===== src/rtl/addsub_pkg.sv =====
// Shared types and helpers for the add/sub/accumulate block.
package addsub_pkg;

  typedef enum logic [1:0] {
    OP_ADD  = 2'b00,
    OP_SUB  = 2'b01,
    OP_ACC  = 2'b10,
    OP_LOAD = 2'b11
  } op_e;

  localparam int LIMIT_W = 64;

  // Signed max (neg=0) or min (neg=1) of a w-bit word, sign-extended to LIMIT_W bits.
  function automatic logic [LIMIT_W-1:0] signed_limit(input int w, input logic neg);
    logic [LIMIT_W-1:0] smax;
    smax = (LIMIT_W'(1) << (w - 1)) - LIMIT_W'(1);
    return neg ? ~smax : smax;
  endfunction

endpackage


===== src/rtl/addsub_accum_if.sv =====
// Operand/result handshake bundle between the operand source, the block and the output mux.
interface addsub_accum_if #(
  parameter int WIDTH = 8,
  parameter int CNT_W = 8
);
  import addsub_pkg::*;

  logic             in_valid;
  logic             in_ready;
  op_e              op;
  logic [WIDTH-1:0] a;
  logic [WIDTH-1:0] b;
  logic             out_valid;
  logic             out_ready;
  logic [WIDTH-1:0] result;
  logic             carry;
  logic             overflow;
  logic             ovf_sticky;
  logic [CNT_W-1:0] acc_count;

  modport slave (
    input  in_valid, op, a, b, out_ready,
    output in_ready, out_valid, result, carry, overflow, ovf_sticky, acc_count
  );

  modport master (
    output in_valid, op, a, b, out_ready,
    input  in_ready, out_valid, result, carry, overflow, ovf_sticky, acc_count
  );

endinterface


===== src/rtl/addsub_core.sv =====
// Combinational arithmetic: add/sub/accumulate/load with carry, signed overflow and optional clamping.
module addsub_core
  import addsub_pkg::*;
#(
  parameter int WIDTH    = 8,
  parameter int SATURATE = 0
) (
  input  op_e              op_i,
  input  logic [WIDTH-1:0] a_i,
  input  logic [WIDTH-1:0] b_i,
  input  logic [WIDTH-1:0] acc_i,
  output logic [WIDTH-1:0] res_o,
  output logic             carry_o,
  output logic             ovf_o
);

  localparam logic [LIMIT_W-1:0] SMAX_FULL = signed_limit(WIDTH, 1'b0);
  localparam logic [LIMIT_W-1:0] SMIN_FULL = signed_limit(WIDTH, 1'b1);
  localparam logic [WIDTH-1:0]   SMAX      = SMAX_FULL[WIDTH-1:0];
  localparam logic [WIDTH-1:0]   SMIN      = SMIN_FULL[WIDTH-1:0];

  // On overflow the true result always has the sign of the first operand.
  function automatic logic [WIDTH-1:0] saturate(input logic [WIDTH-1:0] wrapped,
                                                input logic ovf, input logic neg);
    if (SATURATE != 0 && ovf) return neg ? SMIN : SMAX;
    return wrapped;
  endfunction

  logic signed [WIDTH-1:0] x;
  logic signed [WIDTH-1:0] y;
  logic        [WIDTH:0]   sum;

  always_comb begin
    x       = (op_i == OP_ACC) ? acc_i : a_i;
    y       = (op_i == OP_ACC) ? a_i : b_i;
    sum     = '0;
    res_o   = a_i;
    carry_o = 1'b0;
    ovf_o   = 1'b0;
    case (op_i)
      OP_ADD, OP_ACC: begin
        sum     = {1'b0, x} + {1'b0, y};
        carry_o = sum[WIDTH];
        ovf_o   = (x[WIDTH-1] == y[WIDTH-1]) && (sum[WIDTH-1] != x[WIDTH-1]);
        res_o   = saturate(sum[WIDTH-1:0], ovf_o, x[WIDTH-1]);
      end
      OP_SUB: begin
        sum     = {1'b0, x} - {1'b0, y};
        carry_o = sum[WIDTH];
        ovf_o   = (x[WIDTH-1] != y[WIDTH-1]) && (sum[WIDTH-1] != x[WIDTH-1]);
        res_o   = saturate(sum[WIDTH-1:0], ovf_o, x[WIDTH-1]);
      end
      default: begin
        res_o   = a_i;
        carry_o = 1'b0;
        ovf_o   = 1'b0;
      end
    endcase
  end

endmodule


===== src/rtl/addsub_accum.sv =====
// Registered add/sub/accumulate stage with valid/ready output, accumulator, ACC counter and sticky overflow.
module addsub_accum
  import addsub_pkg::*;
#(
  parameter int WIDTH    = 8,
  parameter int SATURATE = 0,
  parameter int CNT_W    = 8
) (
  input logic            clk,
  input logic            rst,
  addsub_accum_if.slave  bus
);

  localparam logic [CNT_W-1:0] CNT_MAX = {CNT_W{1'b1}};

  logic             out_valid_q, out_valid_d;
  logic [WIDTH-1:0] result_q, result_d;
  logic             carry_q, carry_d;
  logic             ovf_q, ovf_d;
  logic             sticky_q, sticky_d;
  logic [CNT_W-1:0] cnt_q, cnt_d;
  logic [WIDTH-1:0] acc_q, acc_d;

  logic             in_ready;
  logic             accept;
  logic [WIDTH-1:0] core_res;
  logic             core_carry;
  logic             core_ovf;

  addsub_core #(
    .WIDTH    (WIDTH),
    .SATURATE (SATURATE)
  ) u_core (
    .op_i    (bus.op),
    .a_i     (bus.a),
    .b_i     (bus.b),
    .acc_i   (acc_q),
    .res_o   (core_res),
    .carry_o (core_carry),
    .ovf_o   (core_ovf)
  );

  // A consumed result frees the register in the same cycle, so flow never bubbles.
  assign in_ready = !out_valid_q || bus.out_ready;
  assign accept   = bus.in_valid && in_ready;

  always_comb begin
    out_valid_d = out_valid_q;
    result_d    = result_q;
    carry_d     = carry_q;
    ovf_d       = ovf_q;
    sticky_d    = sticky_q;
    cnt_d       = cnt_q;
    acc_d       = acc_q;
    if (accept) begin
      out_valid_d = 1'b1;
      result_d    = core_res;
      carry_d     = core_carry;
      ovf_d       = core_ovf;
      if (core_ovf) sticky_d = 1'b1;
      if (bus.op == OP_LOAD) begin
        acc_d    = bus.a;
        cnt_d    = '0;
        sticky_d = 1'b0;
      end else if (bus.op == OP_ACC) begin
        acc_d = core_res;
        if (cnt_q != CNT_MAX) cnt_d = cnt_q + CNT_W'(1);
      end
    end else if (bus.out_ready) begin
      out_valid_d = 1'b0;
    end
  end

  always_ff @(posedge clk) begin
    if (rst) begin
      out_valid_q <= 1'b0;
      result_q    <= '0;
      carry_q     <= 1'b0;
      ovf_q       <= 1'b0;
      sticky_q    <= 1'b0;
      cnt_q       <= '0;
      acc_q       <= '0;
    end else begin
      out_valid_q <= out_valid_d;
      result_q    <= result_d;
      carry_q     <= carry_d;
      ovf_q       <= ovf_d;
      sticky_q    <= sticky_d;
      cnt_q       <= cnt_d;
      acc_q       <= acc_d;
    end
  end

  assign bus.in_ready   = in_ready;
  assign bus.out_valid  = out_valid_q;
  assign bus.result     = result_q;
  assign bus.carry      = carry_q;
  assign bus.overflow   = ovf_q;
  assign bus.ovf_sticky = sticky_q;
  assign bus.acc_count  = cnt_q;

endmodule


===== src/flat_wrapper.sv =====
// flat-port wrapper written by rule: the top's interface ports become plain ports
module addsub_accum_flat import addsub_pkg::*;
#(
  parameter int WIDTH    = 8,
  parameter int SATURATE = 0,
  parameter int CNT_W    = 8
)
  (clk, rst, bus_in_valid, bus_op, bus_a, bus_b, bus_out_ready, bus_in_ready, bus_out_valid, bus_result, bus_carry, bus_overflow, bus_ovf_sticky, bus_acc_count);
  addsub_accum_if #(.WIDTH(WIDTH), .CNT_W(CNT_W)) bus_i ();
  input logic clk;
  input logic rst;
  input wire logic [$bits(bus_i.in_valid)-1:0] bus_in_valid;
  input wire logic [$bits(bus_i.op)-1:0] bus_op;
  input wire logic [$bits(bus_i.a)-1:0] bus_a;
  input wire logic [$bits(bus_i.b)-1:0] bus_b;
  input wire logic [$bits(bus_i.out_ready)-1:0] bus_out_ready;
  output wire logic [$bits(bus_i.in_ready)-1:0] bus_in_ready;
  output wire logic [$bits(bus_i.out_valid)-1:0] bus_out_valid;
  output wire logic [$bits(bus_i.result)-1:0] bus_result;
  output wire logic [$bits(bus_i.carry)-1:0] bus_carry;
  output wire logic [$bits(bus_i.overflow)-1:0] bus_overflow;
  output wire logic [$bits(bus_i.ovf_sticky)-1:0] bus_ovf_sticky;
  output wire logic [$bits(bus_i.acc_count)-1:0] bus_acc_count;
  assign bus_i.in_valid = bus_in_valid;
  assign bus_i.op = bus_op;
  assign bus_i.a = bus_a;
  assign bus_i.b = bus_b;
  assign bus_i.out_ready = bus_out_ready;
  assign bus_in_ready = bus_i.in_ready;
  assign bus_out_valid = bus_i.out_valid;
  assign bus_result = bus_i.result;
  assign bus_carry = bus_i.carry;
  assign bus_overflow = bus_i.overflow;
  assign bus_ovf_sticky = bus_i.ovf_sticky;
  assign bus_acc_count = bus_i.acc_count;
  addsub_accum #(.WIDTH(WIDTH), .SATURATE(SATURATE), .CNT_W(CNT_W)) u_core (.clk(clk), .rst(rst), .bus(bus_i));
endmodule

===== config.mk =====
export PLATFORM = sky130hd
export DESIGN_NAME = addsub_accum_flat
export DESIGN_NICKNAME = d
export VERILOG_FILES = /design/src/rtl/addsub_pkg.sv /design/src/rtl/addsub_accum_if.sv /design/src/rtl/addsub_core.sv /design/src/rtl/addsub_accum.sv /design/src/flat_wrapper.sv
export SDC_FILE = /design/constraint.sdc
export NUM_CORES = 1
export LEC_CHECK = 0
export CORE_ASPECT_RATIO = 1.25
export CORE_MARGIN = 1
export CORE_UTILIZATION = 50
export DETAILED_ROUTE_END_ITERATION = 8
export PLACE_DENSITY = 0.77
export SLEW_MARGIN = 15
export SYNTH_ARGS = -nofsm -noshare
export SYNTH_HDL_FRONTEND = slang
export SYNTH_SLANG_ARGS = --single-unit

===== constraint.sdc =====
create_clock -name clk -period 10.08 [get_ports clk]
set_input_delay 1.512 -clock clk [delete_from_list [all_inputs] [get_ports clk]]
set_output_delay 1.512 -clock clk [all_outputs]
set_load 0.02 [all_outputs]

==> flow_summary.toml, run 1 <==
[pwr]
vdd.ir_drop.worst_mv = 0.103
pwr-share-seq = 0.383
p_per_area_nw_per_um2 = 116
p_sw_frac = 0.343
internal_power_uw = 209
p_leak_nw = 1.10
p_clk_frac = 0.217
p_sw_uw = 109
pwr-share-comb = 0.400

[die]
coreArea_um2 = 4390
die_w_um = 62.5
ioPinCount = 43
die_area_um2 = 4850
rows = 27
initial_utilization = 0.521
die_height_um = 77.6

[synth]
yosys_register_bits = 28
synth-edff-count = 0
ys_seq_area_frac = 0.245
synthArstFlopShare = 0
synthTopCellsByCount = "30 x nor2_1, 28 x dfxtp_1, 20 x inv_1, 19 x a21oi_1"
ys_types = 62
syn_nets = 318
yosysMostFrequentCell = "nor2_1"
yosysTopAreaCell = "dfxtp_1"
synth_warnings = 0
netlist.area_leader.share = 0.245
synthTopCellsByArea = "dfxtp_1 25%, ha_1 8.8%, mux2_2 6.4%, nor2_1 4.9%, a21oi_1 4.2%"
postSynthCellCount = 278
syn_avg_cell_area_um2 = 8.22
synth_ff_type = "dfxtp_1"
syn-cell-area_um2 = 2290

[place]
hpwlAfterDp_um = 4260
portBuffers = 42
place_congestion = 0.885

[clocking]
cts.htree.levels = 1
clkLatencyLatePin_ns = 0.28
clock_sinks = 28
post-cts-setup-buffers = 0
root_buffer = "clkbuf_8"
cts_buffers = 3
clockBufferDepth = 2
cts_resized = 0
cts_tree = "yes"
cts_hold_buf = 0
path_clk_slew_ns = 0.09

[worst_setup_path]
rrSetupSlack_ns = 7.32
path_class = "in -> reg"
crit_arrival_ns = 5.44
start_kind = "input port"
required_ns = 10.28
critPathCaptureType = "flip-flop"
crit_fanout = 21

[route]
drtPass1Iterations = 4
drt-vias-per-instance = 5.95
drt_iter0_drc = 152
drt-total-wl_um = 5590
wl_per_cell_um = 15.4
vias = 2165
ant_nets = 0
drc = 0

[global_route]
grt_pass1_wl_um = 9740
grt_max_degree = 22
grt_use_total = 0.245
antenna_found_initial = 0
grt_pass1_vias = 2038
grt-ovfl-total = 0

[timing]
rsz0062_at_grt = "false"
period_share = 0.520
clock_skew_ns = 0.00293
fmax_ghz = 0.191
finalMaxSlewViolations = 0
setup_tns_ns = 0
slew_headroom = 0.444
worst_pin_slew_ns = 0.832
period_needed_ns = 5.24
hold_ws_ns = 0.462
setup_viol = 0
hold_violations = 0

[layout]
drive_gt1_frac = 0.0915
area_delta_synth_final_pct = 20.4
nNetsFinal = 347
n_antenna_cell = 0

[run_status]
outcome = "complete, no violations"

[hold_path]
hold_path_class = "reg -> reg"

[run]
cap_violations = 0
layout make-up:
type / count / area (µm²)
fill: 413 / 1640
multi-input combinational: 210 / 1560
sequential: 28 / 561
timing repair buffer: 42 / 420
inverter: 22 / 82.6
tap: 58 / 72.6
clock buffer: 4 / 55.1
metal layers:
layer  track usage  share of wire
met1         0.336           0.47
met2         0.402           0.47
met3        0.0118          0.040
met4        0.0907          0.015
met5             0              0
through the flow:
stage / power [mW] / util / worst slack (ns) / instances / area (µm²)
floorplan: 0.213 / - / 5.70 / 278 / 2290
global placement: 0.249 / 0.614 / 4.68 / 360 / 2700
detailed placement: 0.250 / 0.614 / 4.56 / 360 / 2700
CTS: 0.318 / 0.626 / 4.85 / 364 / 2750
global route: 0.338 / 0.626 / 4.39 / 364 / 2750
finish: 0.318 / 0.626 / 4.84 / 364 / 2750
power by group through the flow:
stage	clock network [mW]	logic [mW]	registers, mW
floorplan	0	0.0836	0.129
global route	0.0752	0.141	0.123
CTS	0.0699	0.126	0.122
global placement	0	0.124	0.124
detailed placement	0	0.125	0.124
finish	0.0691	0.127	0.122
critical path, stage by stage:
cell and delay [ns]:
clkdlybuf4s50_1 1.01, nand2b_4 0.45, mux2i_1 0.45, inv_1 0.12, ha_1 0.34, a211oi_1 0.37
o21ai_1 0.21, a2111oi_1 0.40, a311oi_1 0.09, a311o_1 0.35, a21oi_1 0.13
logic make-up after synthesis:
| logic type | after synthesis | share of synthesized area |
|---|---|---|
| AOI/OAI and AO/OA | 84 | 0.279 |
| xor gates and xnor gates | 9 | 0.0345 |
| adders and majority gates | 18 | 0.105 |
| buffers and inverters | 40 | 0.0723 |
| DFF | 28 | 0.245 |
| muxes | 19 | 0.0903 |
| and+or+nand+nor | 80 | 0.174 |
state kept, by name (all words and copies together), names as in the netlist:
name                   count
u_core.bus.result          8
u_core.acc_q               8
u_core.bus.acc_count       8
u_core.bus.carry           1
u_core.bus.ovf_sticky      1
u_core.bus.out_valid       1
u_core.bus.overflow        1
path summary, 6_finish.rpt:
kind / to / cells after the start / start
max: u_core.bus.overflow / 11 / bus_op[0]
min: u_core.bus.ovf_sticky / 2 / u_core.bus.ovf_sticky
min reg2reg: u_core.bus.ovf_sticky / 2 / u_core.bus.ovf_sticky
max reg2reg: u_core.bus.overflow / 9 / u_core.acc_q[1]
cells in the final DEF, fill, tap and decap left out, types with 5 or more instances in the layout:
cell type | Yosys | final
clkdlybuf4s50_1 | 0 | 42
nand3_1 | 8 | 8
inv_1 | 20 | 20
o21ai_0 | 9 | 9
ha_1 | 16 | 16
nor2_1 | 30 | 30
xnor2_1 | 5 | 5
a211oi_1 | 5 | 5
mux2_2 | 13 | 13
mux2i_1 | 6 | 6
a21oi_1 | 19 | 19
dfxtp_1 | 28 | 28
nand2_1 | 16 | 16
No activity file was read; power rests on OpenSTA's default activity.
==> run 2, diff against run 1 <==
Settings changed: CORE_UTILIZATION 50 to 48.
Clock period 10.08 ns to 4.5 ns, I/O delays scaled along.
==> run 2 against run 1 <==
Effect of this change: register-to-register slack worse by 5.7 ns; non-clock buffer count is 3 higher; cell count is 0.82% higher; sequential cell count stayed put; via count is 1.2% lower; highest routed layer unchanged.
==> flow_summary.toml, run 2 (synthesis results as in run 1) <==
[route]
ant_nets = 0
drt_iter0_drc = 93
drt-total-wl_um = 5700
wl_per_cell_um = 15.5
drtPass1Iterations = 4
vias = 2138
drc = 0
drt-vias-per-instance = 5.83

[pwr]
p_sw_frac = 0.340
internal_power_uw = 470
p_per_area_nw_per_um2 = 256
vdd.ir_drop.worst_mv = 0.228
p_leak_nw = 1.12
p_clk_frac = 0.212
finalPower_uw = 711
pwr-share-comb = 0.404
p_sw_uw = 242
pwr-share-seq = 0.384

[clocking]
clkLatencyLatePin_ns = 0.27
cts_resized = 0
path_clk_slew_ns = 0.09
cts_buffers = 3
cts.htree.levels = 1
clockBufferDepth = 2
cts_tree = "yes"
cts_hold_buf = 0
post-cts-setup-buffers = 0
clock_sinks = 28
root_buffer = "clkbuf_8"

[die]
initial_utilization = 0.509
die_area_um2 = 5040
die_w_um = 63.7
coreArea_um2 = 4490
rows = 27
die_height_um = 79.2
ioPinCount = 43

[global_route]
grt-ovfl-total = 0
antenna_found_initial = 0
grt_use_total = 0.234
grt_pass1_wl_um = 9580
grt_pass1_vias = 2108
grt_max_degree = 21

[worst_setup_path]
cp.depth = 11
crit_fanout = 19
slowest_delay_ns = 0.49
worstRegToRegCells = 9
crit_arrival_ns = 4.05
cp_slowest_cell = "clkdlybuf4s50_1"
path_cells = "clkdlybuf4s50_1, nand2b_4, mux2i_1, inv_1, ha_1, a211oi_1, o21ai_1, a2111oi_1, a311oi_1, a311o_1, a21oi_1"
path_delay_family = "compound AO/OA/AOI/OAI gates"
start_kind = "input port"
path_class = "in -> reg"
critPathCaptureType = "flip-flop"
crit_buf_inv = 2
required_ns = 4.70

[timing]
worst_pin_slew_ns = 0.649
period_share = 0.856
rsz0062_at_grt = "false"
setup_tns_ns = 0
period_needed_ns = 3.85
hold_violations = 0
hold_ws_ns = 0.458
finalMaxSlewViolations = 0
setup_viol = 0
slew_headroom = 0.566
layout_setup_ws_ns = 0.647
clock_skew_ns = 0.00240
fmax_ghz = 0.260

[run]
cap_violations = 0

[hold_path]
holdPathStages = 2
hold_path_class = "reg -> reg"

[run_status]
outcome = "complete, no violations"

[layout]
n_antenna_cell = 0
area_delta_synth_final_pct = 21.3
final_common_cell = "clkdlybuf4s50_1"
fin_util = 0.617
drive_gt1_frac = 0.100
final_cell_mix = "42 x clkdlybuf4s50_1, 30 x nor2_1, 28 x dfxtp_1"
multiInputGateArea_um2 = 1560
nNetsFinal = 350
regArea_um2 = 561
fill_cells = 396

[place]
pre_cts_ws_ns = 0.445
place_congestion = 0.924
hpwlAfterDp_um = 4420
portBuffers = 42
run 2: cell count changes in the layout (fill, tap and decap cells not counted):
cell   change
buf_4      +3
run 2: final cells by class:
| type | instances | share of cell area |
|---|---|---|
| Inverter | 22 | 0.0298 |
| Clock buffer | 4 | 0.0198 |
| Timing Repair Buffer | 45 | 0.160 |
| Multi-Input combinational cell | 210 | 0.562 |
| Tap cell | 58 | 0.0262 |
| Sequential cell | 28 | 0.202 |
run 2: worst register-to-register path: cells and delay by family (launching register included):
kind            cells  cell delay [ns]
buf+inv             1             0.13
flops               1             0.33
fa+ha+maj           1             0.35
mux                 1             0.35
compound gates      6             1.66
run 2: layer usage:
layer | share of wire | routed length (µm) | GRT usage | vias up
met5 | 0 | 0 | 0 | -
met4 | 0.016 | 89 | 0.0682 | 0
met3 | 0.041 | 234 | 0.0144 | 8
met2 | 0.47 | 2700 | 0.417 | 50
met1 | 0.47 | 2680 | 0.299 | 1005
li1 | - | - | - | 1075
run 2: metrics by stage:
step / instances / cell area, µm²
finish: 367 / 2770
global route: 367 / 2770
CTS: 367 / 2770
detailed placement: 363 / 2720
global placement: 363 / 2720
floorplan: 278 / 2290
run 2: worst paths after layout:
check / start / end / slack (ns)
worst min-delay path: u_core.acc_q[7] / u_core.acc_q[7] / 0.46
worst max register to register: u_core.acc_q[1] / u_core.bus.ovf_sticky / 1.62
worst max-delay path: bus_op[0] / u_core.bus.ovf_sticky / 0.65
worst min register to register: u_core.acc_q[7] / u_core.acc_q[7] / 0.46
run 2: power groups by stage:
stage | Combinational, mW | Clock [mW] | Sequential [mW]
final | 0.288 | 0.151 | 0.273
after global routing | 0.317 | 0.163 | 0.275
after CTS | 0.286 | 0.155 | 0.273
after detailed placement | 0.284 | 0 | 0.279
after global placement | 0.280 | 0 | 0.279
after floorplan | 0.187 | 0 | 0.290
==> run 3, diff against run 2 <==
Settings changed: CORE_MARGIN 1 to 4, CTS_CLUSTER_SIZE set to 8.
==> run 3 against run 2 <==
Effect of this change: worst setup slack improved by 0.24 ns; register-to-register slack better by 0.27 ns; highest routed layer unchanged; first-iteration DRC count up 68%; largest power group unchanged; clock power shrank 13%; critical path type unchanged; global-route usage is 3.9 points lower; largest cell class unchanged; maximum frequency is 6.7% higher; critical path depth unchanged; die area grew 18%; combinational power is essentially flat; core utilization fell by 0.14 points.
==> flow_summary.toml, run 3 (synthesis results as in run 1) <==
[layout]
area_delta_synth_final_pct = 21.1
fill_cells = 416
final_common_cell = "clkdlybuf4s50_1"
instances_no_fill = 367
drive_gt1_frac = 0.100
n_antenna_cell = 0
nNetsFinal = 351
final_cell_mix = "42 x clkdlybuf4s50_1, 30 x nor2_1, 28 x dfxtp_1"
final_area_um2 = 2770

[run]
cap_violations = 0

[hold_path]
hold_path_class = "reg -> reg"
holdPathStages = 2

[worst_setup_path]
crit_fanout = 19
worstRegToRegCells = 10
cp_slowest_cell = "clkdlybuf4s50_1"
cp.depth = 11
slowest_delay_ns = 0.48
start_kind = "input port"
critPathCaptureType = "flip-flop"
crit_arrival_ns = 3.79
crit_buf_inv = 1
path_class = "in -> reg"
path_cells = "clkdlybuf4s50_1, nand2b_4, mux2_2, ha_1, fa_1, o21bai_1, a21oi_1, o311a_2, xnor2_1, o221a_2, o41ai_2"
required_ns = 4.68
path_delay_family = "compound AO/OA/AOI/OAI gates"

[die]
ioPinCount = 43
rows = 27
die_area_um2 = 5940
initial_utilization = 0.509
coreArea_um2 = 4490
die_height_um = 85.2
die_w_um = 69.7

[clocking]
cts_resized = 0
path_clk_slew_ns = 0.09
clock_sinks = 28
cts_tree = "yes"
cts_hold_buf = 0
cts.htree.levels = 1
clkLatencyLatePin_ns = 0.27
cts_buffers = 3
post-cts-setup-buffers = 0
root_buffer = "clkbuf_8"
clockBufferDepth = 2

[timing]
fmax_ghz = 0.277
slew_headroom = 0.569
period_share = 0.802
worst_pin_slew_ns = 0.644
setup_viol = 0
rsz0062_at_grt = "false"
setup_tns_ns = 0
clock_skew_ns = 0.00341
period_needed_ns = 3.61
finalMaxSlewViolations = 0
hold_violations = 0

[route]
drt-vias-per-instance = 5.87
ant_nets = 0
drtPass1Iterations = 4
vias = 2156
drt-total-wl_um = 5820
drt_iter0_drc = 156
wl_per_cell_um = 15.8
drc = 0

[global_route]
grt-ovfl-total = 0
grt_use_total = 0.195
antenna_found_initial = 0
grt_pass1_vias = 2067
grt_max_degree = 21
grt_pass1_wl_um = 9740

[place]
portBuffers = 42
place_congestion = 0.913
placed_area_um2 = 2730
dp.cells = 364
hpwlAfterDp_um = 4500

[pwr]
vdd.ir_drop.worst_mv = 0.178
p_leak_nw = 1.12
p_per_area_nw_per_um2 = 251
finalPower_uw = 693

[run_status]
outcome = "complete, no violations"
run 3: power breakdown:
group / internal, mW / switching, mW
Clock: 0.0599 / 0.0723
Combinational: 0.129 / 0.159
Sequential: 0.263 / 0.00969
run 3: area by class of cell:
type | count | area (µm²) | share of cell area
flip-flops and latches | 28 | 561 | 0.203
well taps | 58 | 72.6 | 0.0262
multi-input cells | 210 | 1560 | 0.564
clock buffers | 3 | 41.3 | 0.0149
inverters | 22 | 82.6 | 0.0298
repair buffers | 46 | 450 | 0.163
run 3: metrics by stage:
step	util	worst slack [ns]	hold slack [ns]
after global routing	0.616	0.706	0.501
after global placement	0.607	0.669	0.448
final	0.616	0.890	0.457
after floorplan	-	0.957	0.431
after detailed placement	0.607	0.612	0.450
after CTS	0.616	0.886	0.462
run 3: worst paths after layout:
check | startpoint | to | slack, ns
worst max-delay path | bus_op[0] | u_core.acc_q[6] | 0.89
worst max register to register | u_core.acc_q[1] | u_core.bus.ovf_sticky | 1.89
worst min-delay path | u_core.acc_q[7] | u_core.acc_q[7] | 0.46
worst min register to register | u_core.acc_q[7] | u_core.acc_q[7] | 0.46
run 3: worst register-to-register path, cell delays in order (launching register included):
cell       delay (ns)
dfxtp_1          0.33
mux2i_1          0.12
buf_4            0.15
inv_1            0.05
ha_1             0.32
a211oi_1         0.36
o21ai_1          0.21
a2111oi_1        0.41
a311oi_1         0.10
a311o_1          0.35
a21oi_1          0.14
run 3: per-layer routing:
metal | global-route usage | part of all wire | up-vias
li1 | - | - | 1075
met1 | 0.257 | 0.46 | 1017
met2 | 0.348 | 0.50 | 62
met3 | 0.0190 | 0.038 | 2
met4 | 0.0366 | 0.0046 | 0
met5 | 0 | 0 | -
